[config.mk]
export PLATFORM = sky130hd
export DESIGN_NAME = tamper_event_monitor
export DESIGN_NICKNAME = d
export VERILOG_FILES = /design/src/rtl/tamper_event_monitor.sv
export SDC_FILE = /design/constraint.sdc
export NUM_CORES = 1
export LEC_CHECK = 0
export ABC_AREA = 0
export BUFFER_PORTS_ARGS = -buffer_cell sky130_fd_sc_hd__clkbuf_2
export CORE_MARGIN = 1.5
export CORE_UTILIZATION = 45
export CTS_BUF_LIST = sky130_fd_sc_hd__clkbuf_4
export DETAILED_ROUTE_END_ITERATION = 10
export GPL_TIMING_DRIVEN = 0
export PLACE_DENSITY = 0.68
export SYNTH_ARGS = -nofsm -noshare
export SYNTH_HDL_FRONTEND = slang
export SYNTH_SLANG_ARGS = --single-unit
[constraint.sdc]
create_clock -name CLK -period 3.2 [get_ports CLK]
set_clock_uncertainty 0.05 [all_clocks]
set_input_delay 0.64 -clock CLK [delete_from_list [all_inputs] [get_ports CLK]]
set_output_delay 0.64 -clock CLK [all_outputs]
set_load 0.02 [all_outputs]
[src/rtl/tamper_event_monitor.sv]
// tamper_event_monitor: synchronises asynchronous tamper flags, keeps sticky
// status and a saturating event count, and escalates through alert, lockdown
// and zeroize. Drives the LOCKDOWN_ALL_N / ZEROIZE_N inputs of the TAMPER macro.
//
// Request semantics: CLEAR and ACK are single-cycle requests sampled on the
// rising CLK edge; there is no ready/response. A request is either acted on in
// that cycle or dropped (CLEAR in LOCKDOWN without UNLOCK_EN, CLEAR/ACK in
// ZEROIZE and HALT). Nothing is queued.
module tamper_event_monitor #(
  parameter int NUM_SRC     = 8,
  parameter int SYNC_STAGES = 2,
  parameter int CNT_WIDTH   = 8,
  parameter int LOCK_THRESH = 4,
  parameter int ZERO_THRESH = 16,
  parameter int ZERO_PULSE  = 4,
  parameter int UNLOCK_EN   = 0,
  localparam int SRC_W      = (NUM_SRC > 1) ? $clog2(NUM_SRC) : 1
) (
  input  logic                 CLK,
  input  logic                 RESET_N,
  input  logic [NUM_SRC-1:0]   TAMPER_IN,
  input  logic [NUM_SRC-1:0]   TAMPER_EN,
  input  logic [3:0]           DETECT_CATEGORY,
  input  logic                 TAMPER_CHANGE_STROBE,
  input  logic                 CLEAR,
  input  logic                 ACK,
  output logic [NUM_SRC-1:0]   EVENT_STICKY,
  output logic [CNT_WIDTH-1:0] EVENT_COUNT,
  output logic [SRC_W-1:0]     LAST_SRC,
  output logic [3:0]           LAST_CATEGORY,
  output logic                 IRQ,
  output logic                 LOCKDOWN_ALL_N,
  output logic                 ZEROIZE_N,
  output logic [2:0]           STATE
);

  typedef enum logic [2:0] {
    ST_IDLE     = 3'd0,
    ST_ALERT    = 3'd1,
    ST_LOCKDOWN = 3'd2,
    ST_ZEROIZE  = 3'd3,
    ST_HALT     = 3'd4
  } state_t;

  localparam int ZW = (ZERO_PULSE > 1) ? $clog2(ZERO_PULSE) : 1;
  localparam logic [ZW-1:0]        ZP_LOAD = ZW'(ZERO_PULSE - 1);
  localparam logic [CNT_WIDTH-1:0] CNT_MAX = '1;
  localparam logic [CNT_WIDTH-1:0] LOCK_T  = CNT_WIDTH'(LOCK_THRESH);
  localparam logic [CNT_WIDTH-1:0] ZERO_T  = CNT_WIDTH'(ZERO_THRESH);

  // Synchroniser chains and edge-detect history
  logic [NUM_SRC-1:0]     tin_sync [SYNC_STAGES];
  logic [3:0]             cat_sync [SYNC_STAGES];
  logic [SYNC_STAGES-1:0] stb_sync;
  logic [NUM_SRC-1:0]     tin_prev;
  logic                   stb_prev;

  // Registered state
  state_t                 state_q, state_next;
  logic [CNT_WIDTH-1:0]   cnt_q, cnt_next, base_cnt;
  logic [NUM_SRC-1:0]     sticky_q, sticky_next, base_sticky;
  logic [SRC_W-1:0]       src_q, src_next;
  logic [ZW-1:0]          zcnt_q, zcnt_next;
  logic [3:0]             cat_q;
  logic                   irq_q, lock_n_q, zero_n_q;

  // Combinational helpers
  logic [NUM_SRC-1:0]     ev;
  logic                   any_ev, stb_rise, clear_ok, hit_zero, hit_lock;
  state_t                 esc_state;

  // Input synchronisers; DETECT_CATEGORY rides alongside the strobe so both
  // reach the last stage in the same cycle. Flags high at reset release
  // look like a rising edge because the history flops reset to 0.
  always_ff @(posedge CLK or negedge RESET_N) begin
    if (!RESET_N) begin
      for (int s = 0; s < SYNC_STAGES; s++) begin
        tin_sync[s] <= '0;
        cat_sync[s] <= '0;
      end
      stb_sync <= '0;
      tin_prev <= '0;
      stb_prev <= 1'b0;
    end else begin
      tin_sync[0] <= TAMPER_IN;
      cat_sync[0] <= DETECT_CATEGORY;
      stb_sync[0] <= TAMPER_CHANGE_STROBE;
      for (int s = 1; s < SYNC_STAGES; s++) begin
        tin_sync[s] <= tin_sync[s-1];
        cat_sync[s] <= cat_sync[s-1];
        stb_sync[s] <= stb_sync[s-1];
      end
      tin_prev <= tin_sync[SYNC_STAGES-1];
      stb_prev <= stb_sync[SYNC_STAGES-1];
    end
  end

  assign ev       = tin_sync[SYNC_STAGES-1] & ~tin_prev & TAMPER_EN;
  assign any_ev   = |ev;
  assign stb_rise = stb_sync[SYNC_STAGES-1] & ~stb_prev;

  // Next-state, counter and status update; clear is applied before the event
  always_comb begin
    state_next  = state_q;
    zcnt_next   = zcnt_q;
    src_next    = src_q;
    clear_ok    = CLEAR && ((state_q == ST_IDLE) || (state_q == ST_ALERT) ||
                            ((state_q == ST_LOCKDOWN) && (UNLOCK_EN != 0)));
    base_cnt    = clear_ok ? '0 : cnt_q;
    base_sticky = clear_ok ? '0 : sticky_q;
    cnt_next    = base_cnt;
    if (any_ev && (base_cnt != CNT_MAX)) cnt_next = base_cnt + CNT_WIDTH'(1);
    sticky_next = base_sticky | ev;

    // Lowest set index wins: scan from the top so the last hit is the lowest
    for (int i = NUM_SRC - 1; i >= 0; i--) begin
      if (ev[i]) src_next = SRC_W'(i);
    end

    hit_zero  = (cnt_next >= ZERO_T);
    hit_lock  = (cnt_next >= LOCK_T);
    esc_state = hit_zero ? ST_ZEROIZE : (hit_lock ? ST_LOCKDOWN : ST_ALERT);

    case (state_q)
      ST_IDLE: begin
        if (any_ev) state_next = esc_state;
      end
      ST_ALERT: begin
        if (any_ev)            state_next = esc_state;
        else if (ACK || CLEAR) state_next = ST_IDLE;
      end
      ST_LOCKDOWN: begin
        if (any_ev && hit_zero) state_next = ST_ZEROIZE;
        else if (clear_ok)      state_next = any_ev ? esc_state : ST_IDLE;
      end
      ST_ZEROIZE: begin
        if (zcnt_q == '0) state_next = ST_HALT;
        else              zcnt_next  = zcnt_q - ZW'(1);
      end
      ST_HALT: begin
        state_next = ST_HALT;
      end
      default: begin
        state_next = ST_IDLE;
      end
    endcase

    // Arm the pulse counter on entry so ZEROIZE lasts exactly ZERO_PULSE cycles
    if ((state_next == ST_ZEROIZE) && (state_q != ST_ZEROIZE)) zcnt_next = ZP_LOAD;
  end

  // State, status and registered output decode of the next state
  always_ff @(posedge CLK or negedge RESET_N) begin
    if (!RESET_N) begin
      state_q  <= ST_IDLE;
      cnt_q    <= '0;
      sticky_q <= '0;
      src_q    <= '0;
      zcnt_q   <= '0;
      cat_q    <= '0;
      irq_q    <= 1'b0;
      lock_n_q <= 1'b1;
      zero_n_q <= 1'b1;
    end else begin
      state_q  <= state_next;
      cnt_q    <= cnt_next;
      sticky_q <= sticky_next;
      src_q    <= src_next;
      zcnt_q   <= zcnt_next;
      if (stb_rise) cat_q <= cat_sync[SYNC_STAGES-1];
      irq_q    <= (state_next != ST_IDLE);
      lock_n_q <= !((state_next == ST_LOCKDOWN) || (state_next == ST_ZEROIZE) ||
                    (state_next == ST_HALT));
      zero_n_q <= (state_next != ST_ZEROIZE);
    end
  end

  assign EVENT_STICKY   = sticky_q;
  assign EVENT_COUNT    = cnt_q;
  assign LAST_SRC       = src_q;
  assign LAST_CATEGORY  = cat_q;
  assign IRQ            = irq_q;
  assign LOCKDOWN_ALL_N = lock_n_q;
  assign ZEROIZE_N      = zero_n_q;
  assign STATE          = state_q;

endmodule

==> impl_metrics.csv, run 1 <==
group,metric,value,unit
yosys,ys_seq_area_share,66.2,%
finish,seqCellArea,0.00165,sq mm
critical_path,slowest_delay,390,ps
placed_design,port_buffers,53,
cts,cts_resized,0,
die,core,0.00524,sq mm
cts,clock-sinks,66,
critical_path,startpoint,"STATE[1]$_DFF_PN0_",
sta,worst_pin_slew,838,ps
yosys,synth_cell_type_count,50,
yosys,synth_ff_type,"dfrtp_1",
route,drt-vias-per-instance,4.98,
cts,post_cts_buffers,0,
finish,final_core_util,58.2,%
cts,path_clk_slew,100,ps
finish,fin_area,0.00305,sq mm
yosys,synth_most_common_cell,"dfrtp_1",
critical_path,cp_common_cell,"nand2_1",
critical_path,path_max_fanout,8,
power,leakage,1.49,nW
critical_path,end_kind,"flop",
yosys,yosys.area.top_type,"dfrtp_1",
grt,antenna_found_initial,0,
grt,grtUsageTotal,15.9,%
placed_design,dp_cells,318,
finish,drive_above_1_share,36.2,%
outcome,status,"complete, no violations",
sta,rsz0062_at_grt,"no",
cts,htreeDepth,3,
critical_path,rr_worst_depth,12,
yosys,yosys-top-cells-count,"dfrtp_1, nand2_1, nor2_1, nand3b_1, a21oi_1",
grt,grt_pass1_vias,1574,
finish,fillers,434,
min_path,hold_class,"primary input to flop",
sta,fin_crit,2950,ps
die,die_height,77.5,microns
placed_design,place_area,0.00286,sq mm
sta,drv_slew,0,
die,initial_utilization,47.7,%
route,first_pass_iters,4,
critical_path,r2r_start,"STATE[1]$_DFF_PN0_",
yosys,netlist_top_cells_area,"dfrtp_1, nand2_1, nand3b_1",
finish,antenna_cells,0,
yosys,synth_edf_count,0,
grt,grt_pass1_wl,7180,microns
sta,timing.final.crit_share,92.0,%
cts,clock_path_buffers,2,
die,pin_count,54,
sta,fmax,340,MHz
placed_design,gp_congestion,0.821,
finish,multiInputGateArea,808,sq um
grt,grt_max_degree,67,
yosys,ys_ff_latch,66,
critical_path,start_kind,"flop",
min_path,min_delay_path_depth,1,
critical_path,crit_type,"flop to flop",
cts,cts_hold_buf,0,
finish,fin_nets,293,
finish,fin_cells,341,
power,irDropWorstVdd,0.386,mV
critical_path,cp.required,3410,ps
sta,setup_violations,0,
die,fp.dieW,77.5,microns
yosys,synth_cells,195,
power,power.density,797,mW/mm^2
die,rows,26,
yosys,async_flop_share,100,%
min_path,hp-start,"TAMPER_IN[4]",
sta,timing.hold.ws,302,ps
route,drtIter0Drc,84,
sta,hold_violations,0,
run,drv_cap,0,
cts,root_buffer,"clkbuf_4",
critical_path,cp_cell_sequence,"buf_4 -> nor3b_4 -> and2b_2 -> ha_1 -> nand2_1 -> nor3b_2 -> nor4b_1 -> a21oi_1 -> nand2_1 -> nand4_2 -> a31oi_4 -> o211ai_1",
route,drc,0,
cts,cts_tree,"built",
route,wirelength,4310,microns
finish,syn2layout_area_growth,22.0,%
critical_path,critical_path_arrival,3150,ps
die,die-area,0.00601,sq mm
route,num_vias,1697,
critical_path,timing.rr.end,"IRQ$_DFF_PN0_",
placed_design,place_hpwl,2920,microns
route,ant_nets,0,
grt,grt-ovfl-total,0,
critical_path,r2r_slack,250,ps
yosys,yosys_warnings,0,
critical_path,slowest_stage,"dfrtp_1",
cts,numCtsBuffers,9,
yosys,synth.avg_cell_area,12.8,sq um
cts,clkLatencyLatePin,380,ps
yosys,syn_area,0.00250,sq mm
route,avgRoutedWirePerCell,12.6,microns
yosys,syn_nets,222,
sta,relSlewSlack,44.2,%
min_path,whs_endpoint,"tin_sync[12]$_DFF_PN0_",
yosys,synth_top_area_share,64.1,%
[critical path: cells and delay by family (launching register included)]
family / cells / cell delay, ps
fa+ha+maj: 1 / 250
flops: 1 / 390
simple gates: 7 / 1420
compound gates: 3 / 520
buf+inv: 1 / 170
[area by class of cell]
class | count | share of cell area (%)
sequential | 66 | 54.2
multi-input combinational | 122 | 26.5
timing repair buffer | 60 | 10.5
clock buffer | 14 | 3.45
tap | 70 | 2.87
clock inverter | 2 | 1.23
buffer | 3 | 0.738
inverter | 4 | 0.492
[flip-flops by register name, indices dropped and copies added, names as in the netlist, 2 cells and up]
name           cells
EVENT_COUNT        8
EVENT_STICKY       8
LAST_CATEGORY      4
LAST_SRC           3
STATE              3
cat_sync           8
stb_sync           2
tin_prev           8
tin_sync          16
zcnt_q             2
[routing by layer]
layer,track usage (%),vias to the layer above,part of all wire [%]
met5,0,-,0
met4,6.00,0,1.4
met2,23.4,51,45
met1,21.0,812,48
li1,-,828,-
met3,6.35,6,5.9
[cell families (layout without fill, tap and decap cells)]
logic type	Yosys count	after routing	synth area share, %
flops	66	66	66.2
buf+inv	7	83	1.50
fa+ha+maj	2	2	1.00
xor+xnor	3	3	1.05
simple gates	74	74	16.5
mux	7	7	3.10
compound gates	36	36	10.7
[through the flow]
step           power, mW  setup WS [ps]  TNS [ps]
3_3_place_gp        1.86          -85.6      -295
6_report            2.43            255         0
2_1_floorplan       1.63            379         0
4_1_cts             2.44           97.5         0
3_5_place_dp        1.88          -97.7      -346
5_1_grt             2.61           49.5         0
[worst max-delay path by stage]
stage,to,cells past startpoint
after floorplan,IRQ$_DFF_PN0_,11
after global placement,IRQ$_DFF_PN0_,12
after detailed placement,IRQ$_DFF_PN0_,12
after CTS,IRQ$_DFF_PN0_,12
after global routing,STATE[0]$_DFF_PN0_,12
final,IRQ$_DFF_PN0_,12
[placed cells by master, fill, tap and decap left out, types with 2 or more instances in the layout]
cell,instances
a21o_1,2
and2b_2,2
ha_1,2
o21ai_0,6
nand3_1,3
clkbuf_4,15
buf_4,8
a31oi_1,3
nor2b_1,4
nand3b_1,8
clkbuf_2,52
nand2_1,31
xor2_1,3
dfstp_2,2
a21oi_1,7
a22oi_1,2
inv_1,4
mux2_2,5
o21ai_1,3
dfrtp_1,64
nor2_1,11
nand4_1,2
[where the power goes]
part           total, mW  leakage, nW  internal (mW)  switching [mW]
logic              0.788        0.632          0.315           0.472
clock network      0.551       0.0787          0.284           0.267
registers           1.09        0.781          0.997          0.0956
(Power assumes the default switching activity.)
==> run 2, diff against run 1 <==
--- a/config.mk
+++ b/config.mk
@@ -5,7 +5,7 @@
 export SDC_FILE = /design/constraint.sdc
 export NUM_CORES = 1
 export LEC_CHECK = 0
-export ABC_AREA = 0
+export ABC_AREA = 1
 export BUFFER_PORTS_ARGS = -buffer_cell sky130_fd_sc_hd__clkbuf_2
 export CORE_MARGIN = 1.5
 export CORE_UTILIZATION = 45
==> run 2 against run 1 <==
Compared with the run above:
- setup slack gained 150 ps
- maximum frequency grew 5.3%
- worst hold slack lost 13 ps
- power grew 9.4%
- synthesized area grew 2.2%
- synthesized cell count grew 24%
- first-iteration DRC count grew 21%
- global-route usage grew 1.6 points
- sequential share of layout area shrank 0.83 points
- critical path depth grew 9
- largest power group unchanged
==> impl_metrics.csv, run 2 <==
group,metric,value,unit
outcome,status,"complete, no violations",
power,swShare,36.0,%
yosys,yosys_warnings,0,
route,drt-vias-per-instance,4.62,
route,drtIter0Drc,102,
die,die-area,0.00614,sq mm
critical_path,cp.required,3430,ps
grt,antenna_found_initial,0,
sta,hold_violations,0,
yosys,synth_cells,242,
finish,fin_area,0.00310,sq mm
sta,timing.hold.ws,289,ps
die,initial_utilization,46.4,%
power,internal_power,1.70,mW
route,first_pass_iters,4,
route,ant_nets,0,
sta,timing.final.crit_share,87.4,%
yosys,syn_nets,269,
cts,cts_hold_buf,0,
cts,numCtsBuffers,9,
route,avgRoutedWirePerCell,11.8,microns
cts,clkLatencyLatePin,390,ps
yosys,ys_ff_latch,66,
critical_path,crit_type,"flop to flop",
cts,clock-sinks,66,
finish,antenna_cells,0,
cts,path_clk_slew,110,ps
critical_path,critical_path_arrival,3030,ps
critical_path,timing.rr.end,"IRQ$_DFF_PN0_",
placed_design,port_buffers,53,
finish,fillers,494,
die,core,0.00551,sq mm
yosys,syn_area,0.00255,sq mm
cts,htreeDepth,3,
finish,syn2layout_area_growth,21.3,%
critical_path,slowest_stage,"dfrtp_1",
critical_path,crit_end,"IRQ$_DFF_PN0_",
critical_path,cp_common_cell,"nand2_1",
grt,grtUsageTotal,17.5,%
critical_path,critPathBufInv,4,
route,drc,0,
grt,grt-ovfl-total,0,
cts,root_buffer,"clkbuf_4",
yosys,netlist_top_cells_area,"dfrtp_1, nand2_1, inv_1",
finish,top_register,"tin_sync",
yosys,synth.avg_cell_area,10.6,sq um
grt,grt_pass1_vias,1783,
sta,fmax,358,MHz
yosys,async_flop_share,100,%
route,num_vias,1768,
critical_path,slowest_delay,450,ps
die,fp.dieW,78.4,microns
placed_design,gp_congestion,0.790,
finish,drive_above_1_share,31.5,%
yosys,yosys-top-cells-count,"dfrtp_1, nand2_1, inv_1, nor2_1, nand3_1",
sta,setup_tns,0,ps
power,p_sw,0.956,mW
die,pin_count,54,
critical_path,end_kind,"flop",
cts,clock_path_buffers,2,
yosys,synth_edf_count,0,
critical_path,start_kind,"flop",
min_path,hold_class,"primary input to flop",
die,die_height,78.4,microns
placed_design,dp_cells,367,
yosys,synth_ff_type,"dfrtp_1",
power,irDropWorstVdd,0.380,mV
yosys,synth_cell_type_count,27,
yosys,ys_seq_area_share,64.7,%
critical_path,path_delay_family,"simple AND/OR/NAND/NOR gates",
power,seq_power_share,41.7,%
critical_path,r2r_slack,400,ps
critical_path,path_depth,21,
cts,cts_tree,"built",
finish,largest_reg_flops,16,
finish,fin_nets,333,
critical_path,cp_cell_sequence,"nor2_2 -> nand2_2 -> buf_6 -> inv_1 -> nor2_1 -> ha_1 -> nand2_1 -> inv_1 -> nand3_1 -> nor2_4 -> nand2_4 -> nand2_4 -> inv_4 -> nand2_2 -> nand2_1 -> nor2_1 -> nand3_1 -> nand2_1 -> nand2_2 -> nor2_1 -> nand2_1",
sta,setup_violations,0,
sta,fin_crit,2800,ps
critical_path,r2r_start,"STATE[2]$_DFF_PN0_",
yosys,synth_top_area_share,62.7,%
route,wirelength,4530,microns
die,rows,27,
sta,worst_pin_slew,869,ps
placed_design,place_area,0.00291,sq mm
run,drv_cap,0,
grt,grt_pass1_wl,7980,microns
grt,grt_max_degree,67,
power,p_comb_share,32.1,%
power,clkPwrFrac,26.2,%
power,total_power,2.66,mW
yosys,yosys.area.top_type,"dfrtp_1",
critical_path,startpoint,"STATE[2]$_DFF_PN0_",
finish,layout.cells.most_common_list,"dfrtp_1, nand2_1, clkbuf_2, inv_1, nor2_1",
critical_path,rr_worst_depth,21,
critical_path,path_max_fanout,10,
cts,cts_resized,0,
cts,post_cts_buffers,0,
placed_design,place_hpwl,3210,microns
power,leakage,1.67,nW
sta,relSlewSlack,42.1,%
sta,drv_slew,0,
sta,rsz0062_at_grt,"no",
finish,fin_cells,383,
power,power.density,858,mW/mm^2
[run 2: cell types whose count changed after synthesis, sizes merged, moves of 8 or more]
cell,delta
nand2,+44
nor2,+11
inv,+25
nand3,+14
a21oi,-8
[run 2: kinds of logic (layout without fill, tap and decap cells)]
group / Yosys count / in the layout / share of synthesized area [%]
fa+ha+maj: 2 / 2 / 0.979
mux: 4 / 4 / 1.76
simple gates: 128 / 128 / 24.3
buf+inv: 31 / 100 / 5.24
compound gates: 8 / 8 / 1.91
xor+xnor: 3 / 3 / 1.03
flops: 66 / 66 / 64.7
[run 2: layout make-up]
cell class | instances | area, sq um | area share (%)
Sequential cell | 66 | 1650 | 53.4
Multi-Input combinational cell | 145 | 767 | 24.8
Timing Repair Buffer | 53 | 268 | 8.64
Inverter | 29 | 111 | 3.59
Clock inverter | 5 | 103 | 3.31
Tap cell | 72 | 90.1 | 2.91
Clock buffer | 11 | 82.6 | 2.67
Buffer | 2 | 22.5 | 0.727
[run 2: stage by stage]
step | worst slack, ps | utilization, %
final | 404 | 56.3
after global routing | 53.4 | 56.3
after CTS | 393 | 56.3
after detailed placement | 175 | 52.9
after global placement | 253 | 52.9
after floorplan | 628 | -
[run 2: worst min-delay path by stage]
stage	startpoint	to	slack (ps)	cells past startpoint
CTS	TAMPER_IN[5]	tin_sync[13]$_DFF_PN0_	260	1
finish	TAMPER_IN[5]	tin_sync[13]$_DFF_PN0_	290	1
global route	TAMPER_IN[5]	tin_sync[13]$_DFF_PN0_	240	1
global placement	tin_sync[9]$_DFF_PN0_	tin_sync[1]$_DFF_PN0_	280	0
detailed placement	tin_sync[9]$_DFF_PN0_	tin_sync[1]$_DFF_PN0_	280	0
floorplan	cat_sync[4]$_DFF_PN0_	cat_sync[0]$_DFF_PN0_	280	0
[run 2: worst reg2reg max path, stage by stage (launching register included)]
cell     delay (ps)
dfrtp_1         450
nor2_2           90
nand2_2          80
buf_6           160
inv_1           100
nor2_1          150
ha_1            210
nand2_1          60
inv_1            70
nand3_1         140
nor2_4          180
nand2_4          80
nand2_4         130
inv_4            60
nand2_2          70
nand2_1          60
nor2_1          120
nand3_1          80
nand2_1          80
nand2_2          90
nor2_1          110
nand2_1          50
[run 2: routing by layer]
| metal | vias up | routed length (microns) | GRT usage, % |
|---|---|---|---|
| met2 | 49 | 2170 | 26.9 |
| li1 | 889 | - | - |
| met4 | 0 | 115 | 11.8 |
| met3 | 10 | 209 | 5.12 |
| met1 | 820 | 2030 | 21.4 |
| met5 | - | 0 | 0 |
[run 2: power groups by stage]
stage,clock network (mW),registers [mW],logic (mW)
floorplan,0,1.26,0.458
global placement,0,1.12,0.842
detailed placement,0,1.12,0.866
CTS,0.716,1.11,0.868
global route,0.754,1.13,0.975
finish,0.696,1.11,0.854
==> run 3, diff against run 2 <==
--- a/config.mk
+++ b/config.mk
@@ -7,12 +7,14 @@
 export LEC_CHECK = 0
 export ABC_AREA = 1
 export BUFFER_PORTS_ARGS = -buffer_cell sky130_fd_sc_hd__clkbuf_2
+export CELL_PAD_IN_SITES_DETAIL_PLACEMENT = 1
+export CELL_PAD_IN_SITES_GLOBAL_PLACEMENT = 2
 export CORE_MARGIN = 1.5
-export CORE_UTILIZATION = 45
+export CORE_UTILIZATION = 35
 export CTS_BUF_LIST = sky130_fd_sc_hd__clkbuf_4
 export DETAILED_ROUTE_END_ITERATION = 10
-export GPL_TIMING_DRIVEN = 0
-export PLACE_DENSITY = 0.68
+export GPL_TIMING_DRIVEN = 1
+export PLACE_DENSITY_LB_ADDON = 0.1
 export SYNTH_ARGS = -nofsm -noshare
 export SYNTH_HDL_FRONTEND = slang
 export SYNTH_SLANG_ARGS = --single-unit
==> run 3 against run 2 <==
Compared with the run above:
- cell count up 6.5%
- global-route usage down 1.2 points
- critical path depth shrank 1
- via count up 3.6%
- largest power group unchanged
==> impl_metrics.csv, run 3 (same netlist as run 2, synthesis figures left out) <==
group,metric,value,unit
finish,syn2layout_area_growth,22.0,%
finish,fin_area,0.00312,sq mm
route,first_pass_iters,4,
finish,fin_nets,334,
cts,htreeDepth,3,
sta,setup_violations,0,
route,wirelength,5490,microns
critical_path,path_max_fanout,8,
finish,final_core_util,44.9,%
min_path,hold_class,"primary input to async pin",
grt,grt_pass1_vias,1908,
cts,cts_tree,"built",
cts,numCtsBuffers,9,
die,die_height,88.4,microns
finish,layout.cells.most_common_list,"dfrtp_1, nand2_1, clkbuf_2, inv_1, nor2_1",
cts,post_cts_buffers,0,
finish,antenna_cells,0,
die,core,0.00694,sq mm
critical_path,end_kind,"flop",
grt,grt_pass1_wl,9360,microns
grt,grt_use_met2,25.0,%
die,initial_utilization,36.8,%
grt,grt_max_degree,28,
cts,clock_path_buffers,2,
critical_path,start_kind,"flop",
sta,fin_crit,2670,ps
placed_design,place_area,0.00294,sq mm
die,fp.dieW,88.4,microns
die,rows,30,
cts,path_clk_slew,130,ps
sta,fmax,374,MHz
run,drv_cap,0,
sta,worst_pin_slew,629,ps
finish,largest_reg_flops,16,
cts,root_buffer,"clkbuf_4",
sta,hold_violations,0,
sta,drv_slew,0,
grt,grtUsageTotal,16.3,%
finish,fillers,824,
finish,seqCellArea,0.00165,sq mm
cts,cts_resized,0,
placed_design,port_buffers,53,
finish,fin_cells,408,
die,die-area,0.00782,sq mm
power,leakage,1.67,nW
sta,timing.final.crit_share,83.6,%
grt,grt-ovfl-total,0,
placed_design,dp_cells,392,
route,drc,0,
critical_path,critical_path_arrival,2940,ps
die,pin_count,54,
power,irDropWorstVdd,0.394,mV
placed_design,place_hpwl,4160,microns
finish,multiInputGateArea,767,sq um
sta,relSlewSlack,58.1,%
cts,clkLatencyLatePin,410,ps
route,num_vias,1832,
outcome,status,"complete, no violations",
sta,setup_tns,0,ps
grt,use_met3,4.01,%
finish,top_register,"tin_sync",
cts,cts_hold_buf,0,
route,ant_nets,0,
sta,rsz0062_at_grt,"no",
placed_design,gp_congestion,0.824,
grt,grt_busiest_layer,"met2",
critical_path,cp.required,3460,ps
route,drtIter0Drc,51,
finish,drive_above_1_share,31.7,%
grt,grtUsageMet1,22.2,%
grt,antenna_found_initial,0,
cts,clock-sinks,66,
route,drt-vias-per-instance,4.49,
route,avgRoutedWirePerCell,13.4,microns
critical_path,crit_type,"flop to flop",
power,power.density,856,mW/mm^2
==> run 3: changes by cell type in the layout (fill, tap and decap cells not counted), moves of 2 or more <==
cell      delta
clkbuf_4     -3
buf_4        +3
inv_6        +2
buf_6        -2
inv_8        +2
==> run 3: critical path, cell delays in order, from the launching register on <==
cell     delay (ps)
dfrtp_1         490
nor2_2          100
nand2_2         100
inv_1            80
nor2_1          160
ha_1            210
nand2_1          60
inv_1            70
nand3_1         140
nor2_4          180
nand2_4          80
nand2_4         120
inv_4            50
nand2_2          80
nand2_2          50
nor2_1           90
nand3_1          80
nand2_1          80
nand2_2          90
nor2_1          130
nand2_1          70
==> run 3: final timing paths <==
| check | from | end | slack (ps) | depth (start not counted) |
|---|---|---|---|---|
| max in group asynchronous | RESET_N | LOCKDOWN_ALL_N$_DFF_PN1_ | 2170 | 2 |
| setup reg to reg | STATE[2]$_DFF_PN0_ | IRQ$_DFF_PN0_ | 530 | 20 |
| hold reg to reg | tin_sync[14]$_DFF_PN0_ | tin_sync[6]$_DFF_PN0_ | 310 | 0 |
| hold / removal | RESET_N | tin_sync[6]$_DFF_PN0_ | 170 | 1 |
| setup / recovery | STATE[2]$_DFF_PN0_ | IRQ$_DFF_PN0_ | 530 | 20 |
| min in group CLK | DETECT_CATEGORY[1] | cat_sync[5]$_DFF_PN0_ | 270 | 1 |
==> run 3: where the power goes <==
part / internal (mW) / leakage (nW) / switching [mW]
Combinational: 0.283 / 0.796 / 0.591
Sequential: 0.998 / 0.778 / 0.119
Clock: 0.334 / 0.0950 / 0.343
==> run 3: layout make-up <==
cell class              count  share of cell area (%)
flip-flops and latches     66                    53.1
inverters                  29                    3.57
well taps                  96                    3.85
clock inverters             7                    3.49
clock buffers               9                    2.17
repair buffers             56                    9.23
multi-input cells         145                    24.6
==> run 3: metal layers <==
metal | vias to the layer above | part of all wire, %
met1 | 883 | 48
li1 | 888 | -
met3 | 7 | 3.8
met4 | 0 | 1.9
met2 | 54 | 46
met5 | - | 0
==> run 3: through the flow <==
step           hold WS, ps  power (mW)  worst slack [ps]
3_3_place_gp           282        2.01               463
2_1_floorplan          281        1.72               628
4_1_cts                177        2.71               504
3_5_place_dp           286        2.02               333
5_1_grt                188        2.87               211
6_report               174        2.67               526
